===== src/rtl/dpi_comm_tx_arb_if.sv =====
// Requester and downstream bundle for dpi_comm_tx_arb.
// master drives requests and out_ready; slave is the arbiter.
interface dpi_comm_tx_arb_if #(
  parameter int N = 4,
  parameter int W = 64
);
  localparam int SW = (N > 1) ? $clog2(N) : 1;

  logic [N*W-1:0] req_data;
  logic [N-1:0]   req_valid;
  logic [N-1:0]   req_last;
  logic [N-1:0]   req_ready;
  logic [W-1:0]   out_data;
  logic           out_valid;
  logic           out_last;
  logic [SW-1:0]  out_src;
  logic           out_ready;
  logic           busy;

  modport master (
    output req_data, req_valid, req_last, out_ready,
    input  req_ready, out_data, out_valid, out_last,
    input  out_src, busy
  );

  modport slave (
    input  req_data, req_valid, req_last, out_ready,
    output req_ready, out_data, out_valid, out_last,
    output out_src, busy
  );
endinterface


===== src/rtl/dpi_comm_tx_arb.sv =====
// Round-robin, packet-locking arbiter onto one registered
// dpi_comm tx beat, tagged with its source index.
module dpi_comm_tx_arb #(
  parameter int N         = 4,
  parameter int W         = 64,
  parameter int LOCK_PKT  = 1,
  parameter int MAX_BEATS = 256
) (
  input logic              clk,
  input logic              reset,
  dpi_comm_tx_arb_if.slave bus
);
  localparam int SW = (N > 1) ? $clog2(N) : 1;
  localparam int CW = $clog2(MAX_BEATS + 1);
  localparam logic [CW:0]   MAXB     = (CW+1)'(MAX_BEATS);
  localparam logic [SW-1:0] LAST_IDX = SW'(N - 1);

  typedef enum logic {IDLE, LOCKED} state_t;

  state_t        state_q;
  logic [SW-1:0] owner_q;
  logic [SW-1:0] rr_ptr_q;
  logic [CW-1:0] beat_cnt_q;
  logic [W-1:0]  out_data_q;
  logic [SW-1:0] out_src_q;
  logic          out_valid_q;
  logic          out_last_q;
  logic          busy_q;

  logic [W-1:0]  data_a [N];
  logic [SW-1:0] idx;
  logic [SW-1:0] winner;
  logic [SW-1:0] sel;
  logic [SW-1:0] rr_ptr_d;
  logic [CW:0]   cnt_d;
  logic [N-1:0]  ready;
  logic          found;
  logic          slot_free;
  logic          accept;
  logic          pkt_end;

  for (genvar i = 0; i < N; i++) begin : g_unpack
    assign data_a[i] = bus.req_data[i*W +: W];
  end

  always_comb begin
    found  = 1'b0;
    winner = '0;
    idx    = '0;
    for (int k = 0; k < N; k++) begin
      idx = SW'((int'(rr_ptr_q) + k) % N);
      if (!found && bus.req_valid[idx]) begin
        found  = 1'b1;
        winner = idx;
      end
    end
  end

  // Only the owner may be granted while locked, even when it idles.
  always_comb begin
    slot_free = !out_valid_q || bus.out_ready;
    sel       = (state_q == LOCKED) ? owner_q : winner;
    ready     = '0;
    if (!reset) begin
      if (state_q == LOCKED)
        ready[owner_q] = slot_free && bus.req_valid[owner_q];
      else if (found)
        ready[winner] = slot_free;
    end
    accept   = |ready;
    cnt_d    = {1'b0, beat_cnt_q} + (CW+1)'(1);
    pkt_end  = (LOCK_PKT == 0) || bus.req_last[sel] ||
               (cnt_d == MAXB);
    rr_ptr_d = (sel == LAST_IDX) ? '0 : sel + 1'b1;
  end

  always_ff @(posedge clk or posedge reset) begin
    if (reset) begin
      state_q     <= IDLE;
      owner_q     <= '0;
      rr_ptr_q    <= '0;
      beat_cnt_q  <= '0;
      out_data_q  <= '0;
      out_src_q   <= '0;
      out_valid_q <= 1'b0;
      out_last_q  <= 1'b0;
      busy_q      <= 1'b0;
    end else if (accept) begin
      out_data_q  <= data_a[sel];
      out_last_q  <= bus.req_last[sel];
      out_src_q   <= sel;
      out_valid_q <= 1'b1;
      if (pkt_end) begin
        state_q    <= IDLE;
        busy_q     <= 1'b0;
        rr_ptr_q   <= rr_ptr_d;
        beat_cnt_q <= '0;
      end else begin
        state_q    <= LOCKED;
        busy_q     <= 1'b1;
        owner_q    <= sel;
        beat_cnt_q <= cnt_d[CW-1:0];
      end
    end else if (bus.out_ready) begin
      out_valid_q <= 1'b0;
    end
  end

  assign bus.req_ready = ready;
  assign bus.out_data  = out_data_q;
  assign bus.out_valid = out_valid_q;
  assign bus.out_last  = out_last_q;
  assign bus.out_src   = out_src_q;
  assign bus.busy      = busy_q;
endmodule


===== src/flat_wrapper.sv =====
// flat-port wrapper written by rule: the top's interface ports become plain ports
module dpi_comm_tx_arb_flat 
#(
  parameter int N         = 4,
  parameter int W         = 64,
  parameter int LOCK_PKT  = 1,
  parameter int MAX_BEATS = 256
)
  (clk, reset, bus_req_data, bus_req_valid, bus_req_last, bus_out_ready, bus_req_ready, bus_out_data, bus_out_valid, bus_out_last, bus_out_src, bus_busy);
  dpi_comm_tx_arb_if #(.N(N), .W(W)) bus_i ();
  input logic clk;
  input logic reset;
  input wire logic [$bits(bus_i.req_data)-1:0] bus_req_data;
  input wire logic [$bits(bus_i.req_valid)-1:0] bus_req_valid;
  input wire logic [$bits(bus_i.req_last)-1:0] bus_req_last;
  input wire logic [$bits(bus_i.out_ready)-1:0] bus_out_ready;
  output wire logic [$bits(bus_i.req_ready)-1:0] bus_req_ready;
  output wire logic [$bits(bus_i.out_data)-1:0] bus_out_data;
  output wire logic [$bits(bus_i.out_valid)-1:0] bus_out_valid;
  output wire logic [$bits(bus_i.out_last)-1:0] bus_out_last;
  output wire logic [$bits(bus_i.out_src)-1:0] bus_out_src;
  output wire logic [$bits(bus_i.busy)-1:0] bus_busy;
  assign bus_i.req_data = bus_req_data;
  assign bus_i.req_valid = bus_req_valid;
  assign bus_i.req_last = bus_req_last;
  assign bus_i.out_ready = bus_out_ready;
  assign bus_req_ready = bus_i.req_ready;
  assign bus_out_data = bus_i.out_data;
  assign bus_out_valid = bus_i.out_valid;
  assign bus_out_last = bus_i.out_last;
  assign bus_out_src = bus_i.out_src;
  assign bus_busy = bus_i.busy;
  dpi_comm_tx_arb #(.N(N), .W(W), .LOCK_PKT(LOCK_PKT), .MAX_BEATS(MAX_BEATS)) u_core (.clk(clk), .reset(reset), .bus(bus_i));
endmodule

===== config.mk =====
export PLATFORM = sky130hd
export DESIGN_NAME = dpi_comm_tx_arb_flat
export DESIGN_NICKNAME = d
export VERILOG_FILES = /design/src/rtl/dpi_comm_tx_arb_if.sv /design/src/rtl/dpi_comm_tx_arb.sv /design/src/flat_wrapper.sv
export SDC_FILE = /design/constraint.sdc
export NUM_CORES = 1
export LEC_CHECK = 0
export CAP_MARGIN = 20
export CORE_ASPECT_RATIO = 0.8
export CORE_MARGIN = 3
export CORE_UTILIZATION = 40
export CTS_CLUSTER_DIAMETER = 150
export DETAILED_ROUTE_END_ITERATION = 16
export PLACE_DENSITY = 0.82
export SLEW_MARGIN = 5
export SYNTH_ARGS = -nofsm -noshare
export SYNTH_HDL_FRONTEND = slang
export SYNTH_SLANG_ARGS = --single-unit

===== constraint.sdc =====
create_clock -name clk -period 8.06 [get_ports clk]
set_clock_uncertainty 0.05 [all_clocks]
set_input_delay 2.015 -clock clk [delete_from_list [all_inputs] [get_ports clk]]
set_output_delay 2.015 -clock clk [all_outputs]
set_load 0.01 [all_outputs]

# ---- Yosys cells after proc, flatten, opt, wreduce, memory -nomap -nowiden
# Index checks and enable logic that the tools add are counted.
dict set report totals {
  reg_bits 82
  latch_bits 0
  ram_bits 0
  mem_bits_ro 0
  inputBits 267
  out_inout_bits 73
  word_cells 81
  mem_count 0
}
dict set report classes {
  add_sub_neg 5
  multipliers 0
  n_div 0
  n_lt_le_gt_ge 10
  eq_ne 2
  shift 0
  n_mux 36
  bitwise_logic 4
  n_reduce_logical 16
}
# operator count
set op_table {}
lappend op_table {{$bmux 64 s2} 1}
lappend op_table {{$mux 64} 2}
lappend op_table {{$lt 2x3->1 const B} 7}
lappend op_table {{$mux 1} 15}
lappend op_table {{$bmux 1 s2} 6}
lappend op_table {{$mux 2} 6}
lappend op_table {{$mux 4} 3}
lappend op_table {{$add 9x1->10 const B} 1}
lappend op_table {{$eq 10x9->1 const B} 1}
lappend op_table {{$mux 9} 1}
lappend op_table {{$and 4x4->4} 2}
lappend op_table {{$logic_and 1x1->1} 6}
lappend op_table {{$add 2x1->2 const B} 2}
lappend op_table {{$add 2x2->2 const B} 2}
lappend op_table {{$demux 1 s2} 2}
lappend op_table {{$ge 2x1->1 const B} 2}
lappend op_table {{$logic_not 1->1} 4}
lappend op_table {{$reduce_and 2->1} 2}
lappend op_table {{$reduce_or 4->1} 1}
lappend op_table {{$ge 3x3->1 const B} 1}
lappend op_table {{$not 2->3} 1}
lappend op_table {{$eq 2x2->1 const B} 1}
lappend op_table {{$logic_or 1x1->1} 2}
lappend op_table {{$reduce_bool 2->1} 1}
lappend op_table {{$not 1->1} 1}

# ---- Logic depth before layout (Yosys ltp)
# Gate-level depths: netlist of the first run.
dict set report logic_depth {
  depth_word 22
  ltp_mapped 11
}

# ---- Least setup slack after synthesis of the first run
# No wires, ideal clock.
dict set report synth_path {
  kind {input to output}
  from {input reset}
  to {output bus_req_ready[2]}
  arrival_ps 4489
  path_slack_ps 1506
  stages 4
  path_buffers 0
  cell_sequence {inv_1 -> and4_4 -> a31oi_4 -> inv_2}
}
dict set report synth_between {
  elab_chain_cells 1
}
# item line_no
set synth_rtl {}
lappend synth_rtl {{from (decl)} flat_wrapper.sv:12} ;# input logic reset;
lappend synth_rtl {{$mux 4} dpi_comm_tx_arb.sv:64} ;# if (!reset) begin
lappend synth_rtl {{to (decl)} flat_wrapper.sv:17} ;# output wire logic [$bits(bus_i.req_ready)-1:0] bus_req_ready;
# No other way between the ends.

# ---- Worst setup path after layout of the first run
dict set report layout_path {
  from {input bus_req_valid[3]}
  to {output bus_req_ready[3]}
}
dict set report layout_between {
  elab_chain_cells 20
  word_cells_on_any_way 35
}
# item line_no
set layout_rtl {}
lappend layout_rtl {{from (decl)} flat_wrapper.sv:14} ;# input wire logic [$bits(bus_i.req_valid)-1:0] bus_req_valid;
lappend layout_rtl {{$bmux 1 s2} dpi_comm_tx_arb.sv:52} ;# if (!found && bus.req_valid[idx]) begin
lappend layout_rtl {{$mux 1 (not written as such)} dpi_comm_tx_arb.sv:52}
lappend layout_rtl {{$mux 1} dpi_comm_tx_arb.sv:52}
lappend layout_rtl {{$logic_not 1->1} dpi_comm_tx_arb.sv:52}
lappend layout_rtl {{$logic_and 1x1->1} dpi_comm_tx_arb.sv:52}
lappend layout_rtl {{$mux 1} dpi_comm_tx_arb.sv:52}
lappend layout_rtl {{$logic_not 1->1} dpi_comm_tx_arb.sv:52}
lappend layout_rtl {{$logic_and 1x1->1} dpi_comm_tx_arb.sv:52}
lappend layout_rtl {{[4 not listed]} -}
lappend layout_rtl {{$lt 2x3->1 (not written as such) or $ge 2x1->1 (tied branches)} dpi_comm_tx_arb.sv:68} ;# ready[winner] = slot_free;
lappend layout_rtl {{$logic_and 1x1->1 (not written as such)} dpi_comm_tx_arb.sv:68}
lappend layout_rtl {{$mux 1 (not written as such)} dpi_comm_tx_arb.sv:68}
lappend layout_rtl {{$demux 1 s2} -}
lappend layout_rtl {{$and 4x4->4 (no source line)} -}
lappend layout_rtl {{$mux 4} dpi_comm_tx_arb.sv:67} ;# else if (found)
lappend layout_rtl {{$mux 4 *} dpi_comm_tx_arb.sv:65} ;# if (state_q == LOCKED)
lappend layout_rtl {{$mux 4 *} dpi_comm_tx_arb.sv:64}
# Mark *: on every way between the ends. The rest lies on a longest branch, timed or not. The select of a mux whose other input is x is not followed.

==> results of run 1 <==
==> state kept, by name (all words and copies together), names as in the netlist <==
name                  cells
u_core.rr_ptr_q           2
u_core.bus.out_last       1
u_core.bus.out_src        2
u_core.bus.out_data      64
u_core.bus.out_valid      1
u_core.owner_q            2
u_core.bus.busy           1
u_core.beat_cnt_q         9
==> final timing paths <==
| check | startpoint | end | slack, ns | cells after the start |
|---|---|---|---|---|
| worst max-delay path | bus_req_valid[3] | bus_req_ready[3] | 1.66 | 8 |
| worst min-delay path | u_core.bus.out_src[0] | u_core.bus.out_src[0] | 0.46 | 2 |
| worst max register to register | u_core.rr_ptr_q[0] | u_core.rr_ptr_q[1] | 4.53 | 8 |
| worst min register to register | u_core.bus.out_src[0] | u_core.bus.out_src[0] | 0.46 | 2 |
| max in group asynchronous | reset | u_core.bus.out_data[40] | 4.77 | 3 |
| min in group asynchronous | reset | u_core.bus.out_valid | 2.01 | 2 |
==> metal layers <==
metal	global-route usage (%)	wire length [um]	share of wire (%)
met5	0	0	0
met4	8.63	548	2.6
met3	7.27	1770	8.3
met2	43.8	10600	50
met1	31.2	8420	39
==> power breakdown <==
part           internal (mW)  switching (mW)
sequential             0.631           0.153
clock                  0.276           0.155
combinational           1.34            1.20
==> final cells by class <==
class / count / share of cell area (%)
clock inverter: 3 / 0.673
sequential: 82 / 21.2
tap: 180 / 2.33
antenna: 1 / 0.0259
inverter: 6 / 0.246
timing repair buffer: 349 / 36.2
clock buffer: 11 / 2.51
multi-input combinational: 505 / 36.8
==> synth_stat cells (all sizes together), types with 4 or more instances <==
| library cell | number |
|---|---|
| o21ai | 6 |
| buf | 18 |
| and2 | 65 |
| nor3 | 4 |
| inv | 6 |
| nor2 | 12 |
| clkbuf | 36 |
| a211oi | 67 |
| a21o | 4 |
| nand2b | 6 |
| mux2 | 69 |
| a31oi | 69 |
| nand2 | 152 |
| nand3 | 6 |
| dfrtp | 82 |
==> kinds of logic (layout without fill, tap and decap cells) <==
| group | count (synthesis) | after routing |
|---|---|---|
| AOI/OAI and AO/OA | 170 | 170 |
| xor gates and xnor gates | 1 | 1 |
| adders and majority gates | 1 | 1 |
| buffers and inverters | 60 | 369 |
| DFF | 82 | 82 |
| muxes | 71 | 71 |
| other | 0 | 1 |
| and+or+nand+nor | 262 | 262 |
==> worst max-delay path, delay by kind of cell <==
family	cells	cell delay, ns
AO/OA/AOI/OAI	2	0.45
buffers and inverters	2	1.30
AND/OR/NAND/NOR	4	0.56
==> impl_metrics.json, run 1 <==
{
  "synth_mux_area_share_pct": 17.7,
  "setup_viol": 0,
  "dieArea_um2": 16200,
  "timing.fmax_ghz": 0.156,
  "cts.sinks": 82,
  "grt_pass1_wl_um": 33100,
  "yosys.area_share.xor_xnor_pct": 0.149,
  "outcome": "finished, final reports clean",
  "critPathKind": "primary input to output pin",
  "max_stage_delay_ns": 0.70,
  "layout_setup_ws_ns": 1.66,
  "regArea_um2": 2050,
  "overflow": 0,
  "fin_util_pct": 69.2,
  "gp_congestion": 0.936,
  "dpl.hpwl_um": 16000,
  "slowest_stage": "clkdlybuf4s50_1",
  "final_nets": 1221,
  "ant_nets": 0,
  "placed_cells": 1121,
  "synth-edff-count": 0,
  "path_max_fanout": 10,
  "drc": 0,
  "cts_root_buf": "clkbuf_16",
  "drive_gt1_share_pct": 10.8,
  "syn_inst": 647,
  "start_kind": "primary input",
  "synth-compound-area-share_pct": 20.8,
  "fin_crit_sh_pct": 79.3,
  "synth_area_um2": 5880,
  "grt_use_total_pct": 25.6,
  "vias": 6118,
  "cts_tree": "yes",
  "coreArea_um2": 14000,
  "leakagePower_nw": 3.95,
  "synth-async-reset-ratio_pct": 100,
  "synthAdderAreaFrac_pct": 0.213,
  "postCtsSetupBuffers": 0,
  "first_pass_iters": 5,
  "clk_latency_ns": 0.33,
  "fp.dieH_um": 114,
  "wirelength_um": 21300,
  "stdcell_area_um2": 9670,
  "arrival_ns": 4.33,
  "finalNonFillerCells": 1137,
  "synth_top_cell_by_area": "dfrtp_1",
  "nFillCells": 1126,
  "antenna_found_initial": 1,
  "whs_ns": 0.457,
  "multi_input_area_um2": 3560,
  "p_per_area_nw_per_um2": 388,
  "slew_headroom_pct": 34.2,
  "slew_violations": 0,
  "synth_top_area_share_pct": 34.9,
  "syn_avg_cell_area_um2": 9.09,
  "htree_levels": 3,
  "yosys.area_share.simple_pct": 21.2,
  "maxCapViolations": 0,
  "pre_cts_slack_ns": 1.72,
  "dr.first_iter.drc_count": 465,
  "final_common_cell": "clkdlybuf4s50_1",
  "syn_nets": 915,
  "ir_worst_vdd_mv": 0.252,
  "rsz0062_at_grt": "false",
  "rows": 38,
  "post-route-min-period_ns": 6.40,
  "grt_max_degree": 74,
  "fp.dieW_um": 142,
  "grt_pass1_vias": 6154,
  "drt-wirelength-per-cell_um": 18.8,
  "yosys-top-cells-area": "dfrtp_1, mux2_4, nand2_1",
  "synth_top_family_by_area": "simple AND/OR/NAND/NOR gates",
  "vias_per_cell": 5.38,
  "worstMarginPinSlew_ns": 0.987,
  "hold_buffers": 0,
  "total_power_mw": 3.76,
  "cts_resized": 0,
  "synth_ff_type": "dfrtp_1",
  "tns_ns": 0,
  "clk_path_buf_depth": 2,
  "ys_seq_area_share_pct": 34.9,
  "start_util_pct": 42.1,
  "cp-end-kind": "output pin",
  "worstPathRequired_ns": 6.00,
  "most-common-layout-cells": "clkdlybuf4s50_1, nand2_1, dfrtp_1, a31oi_1, a211oi_1",
  "hold_class": "flop to flop",
  "io_buffers": 339,
  "yosys_warnings": 0,
  "postPlaceCellArea_um2": 9330,
  "clk_pin_slew_ns": 0.06,
  "area_growth_syn_to_layout_pct": 64.5,
  "synth_seq_cells": 82,
  "synth_cell_type_count": 57,
  "hold_viol_final": 0,
  "cts_buffers": 9,
  "crit_chain": "clkdlybuf4s50_1 -> nand2b_1 -> a21o_1 -> nand3_1 -> nor2_1 -> nor2_1 -> a211oi_1 -> clkdlybuf4s50_1",
  "io_pins": 340
}
Note: power is estimated with default switching activity, not from simulation.
==> run 2, diff against run 1 <==
Settings changed: CORE_UTILIZATION 40 to 35, PLACE_DENSITY 0.82 to 0.76.
Clock period 8.06 ns to 5.1 ns, I/O delays scaled along.
==> impl_metrics.json, run 2 (synthesis results as in run 1) <==
{
  "grt_max_degree": 130,
  "overflow": 0,
  "start_util_pct": 36.5,
  "gp_congestion": 0.898,
  "leakagePower_nw": 3.95,
  "slew_headroom_pct": 45.1,
  "swShare_pct": 39.8,
  "path_max_fanout": 10,
  "coreArea_um2": 16100,
  "most-common-layout-cells": "clkdlybuf4s50_1, nand2_1, dfrtp_1, a31oi_1, a211oi_1",
  "p_per_area_nw_per_um2": 608,
  "timing.fmax_ghz": 0.206,
  "cp-end-kind": "output pin",
  "tns_ns": 0,
  "clk_pin_slew_ns": 0.06,
  "stdcell_area_um2": 9750,
  "clk_path_buf_depth": 2,
  "finalNonFillerCells": 1174,
  "fin_util_pct": 60.5,
  "grt_pass1_vias": 5856,
  "fp.dieH_um": 122,
  "dr.first_iter.drc_count": 369,
  "worstMarginPinSlew_ns": 0.823,
  "final_common_cell": "clkdlybuf4s50_1",
  "first_pass_iters": 5,
  "post-route-min-period_ns": 4.85,
  "antenna_found_initial": 3,
  "drive_gt1_share_pct": 10.8,
  "wl_met2_um": 10100,
  "drt-wirelength-per-cell_um": 18.0,
  "area_growth_syn_to_layout_pct": 65.8,
  "dpl.hpwl_um": 15900,
  "grt_pass1_wl_um": 31400,
  "io_pins": 340,
  "start_kind": "primary input",
  "clk_latency_ns": 0.34,
  "largest_register_ffs": 64,
  "hold_buffers": 0,
  "grt_use_total_pct": 21.9,
  "vias": 6106,
  "final_nets": 1221,
  "setup_viol": 0,
  "cts_root_buf": "clkbuf_16",
  "maxCapViolations": 0,
  "cts.sinks": 82,
  "seqPwrFrac_pct": 21.0,
  "postCtsSetupBuffers": 0,
  "rsz0062_at_grt": "false",
  "io_buffers": 339,
  "pwr-share-comb_pct": 67.3,
  "vias_per_cell": 5.20,
  "outcome": "finished, final reports clean",
  "worstPathRequired_ns": 3.77,
  "placed_cells": 1157,
  "internal_power_mw": 3.57,
  "arrival_ns": 3.53,
  "slew_violations": 0,
  "postPlaceCellArea_um2": 9430,
  "ant_nets": 0,
  "fp.dieW_um": 151,
  "dieArea_um2": 18400,
  "met3_length_um": 2090,
  "rows": 41,
  "met1_length_um": 8590,
  "ir_worst_vdd_mv": 0.571,
  "cts_buffers": 9,
  "htree_levels": 3,
  "critPathKind": "primary input to output pin",
  "cts_tree": "yes",
  "switching_power_mw": 2.36,
  "drc": 0,
  "hold_viol_final": 0,
  "wirelength_um": 21100,
  "clockPowerShare_pct": 11.7,
  "routed.top_layer": "met4",
  "cts_resized": 0,
  "hold_class": "flop to flop",
  "fin_crit_sh_pct": 95.1
}
## run 2: cell types whose count changed in the layout (fill, tap and decap cells not counted)
| cell | before | now |
|---|---|---|
| diode_2 | 1 | 3 |
| buf_12 | 1 | 5 |
| buf_4 | 8 | 5 |
| buf_16 | 1 | 0 |
## run 2: critical path: stages
cell,delay [ns]
clkdlybuf4s50_1,0.66
nand2b_1,0.19
a21o_1,0.14
nand3_1,0.17
nor2_1,0.14
nor2_1,0.06
a211oi_1,0.31
clkdlybuf4s50_1,0.60
## run 2: layout make-up
cell class / count / area (um2)
multi-input cells: 505 / 3560
repair buffers: 349 / 3530
clock buffers: 11 / 243
well taps: 215 / 269
flip-flops and latches: 82 / 2050
diodes: 3 / 7.51
clock inverters: 3 / 65.1
inverters: 6 / 23.8
fillers: 1406 / 6360
## run 2: layer usage
layer  GRT usage, %  vias up
li1               -     2956
met1           26.7     2859
met2           35.6      264
met3           8.18       27
met4           7.64        0
met5              0        -
## run 2: final timing paths
check | start | end | slack [ns] | cells past startpoint
max | bus_req_valid[3] | bus_req_ready[3] | 0.25 | 8
min in group asynchronous | reset | u_core.bus.out_data[6] | 1.46 | 3
max reg2reg | u_core.rr_ptr_q[0] | u_core.rr_ptr_q[1] | 2.19 | 9
max in group asynchronous | reset | u_core.bus.out_data[40] | 2.50 | 4
min | u_core.bus.out_data[11] | u_core.bus.out_data[11] | 0.46 | 1
min reg2reg | u_core.bus.out_data[11] | u_core.bus.out_data[11] | 0.46 | 1
## run 2: per-stage QoR
stage               power, mW  setup slack (ns)  hold slack, ns
floorplan                3.91            0.0262           0.453
global placement         5.20             0.292           0.441
detailed placement       5.26             0.282           0.443
CTS                      5.99             0.277           0.460
global route             6.36            0.0595           0.475
finish                   5.92             0.248           0.457
## run 2: power by group through the flow
stage / Clock, mW / Sequential [mW] / Combinational [mW]
2_1_floorplan: 0 / 1.32 / 2.59
4_1_cts: 0.716 / 1.24 / 4.03
3_3_place_gp: 0 / 1.23 / 3.96
3_5_place_dp: 0 / 1.24 / 4.02
5_1_grt: 0.744 / 1.29 / 4.32
6_report: 0.693 / 1.24 / 3.99
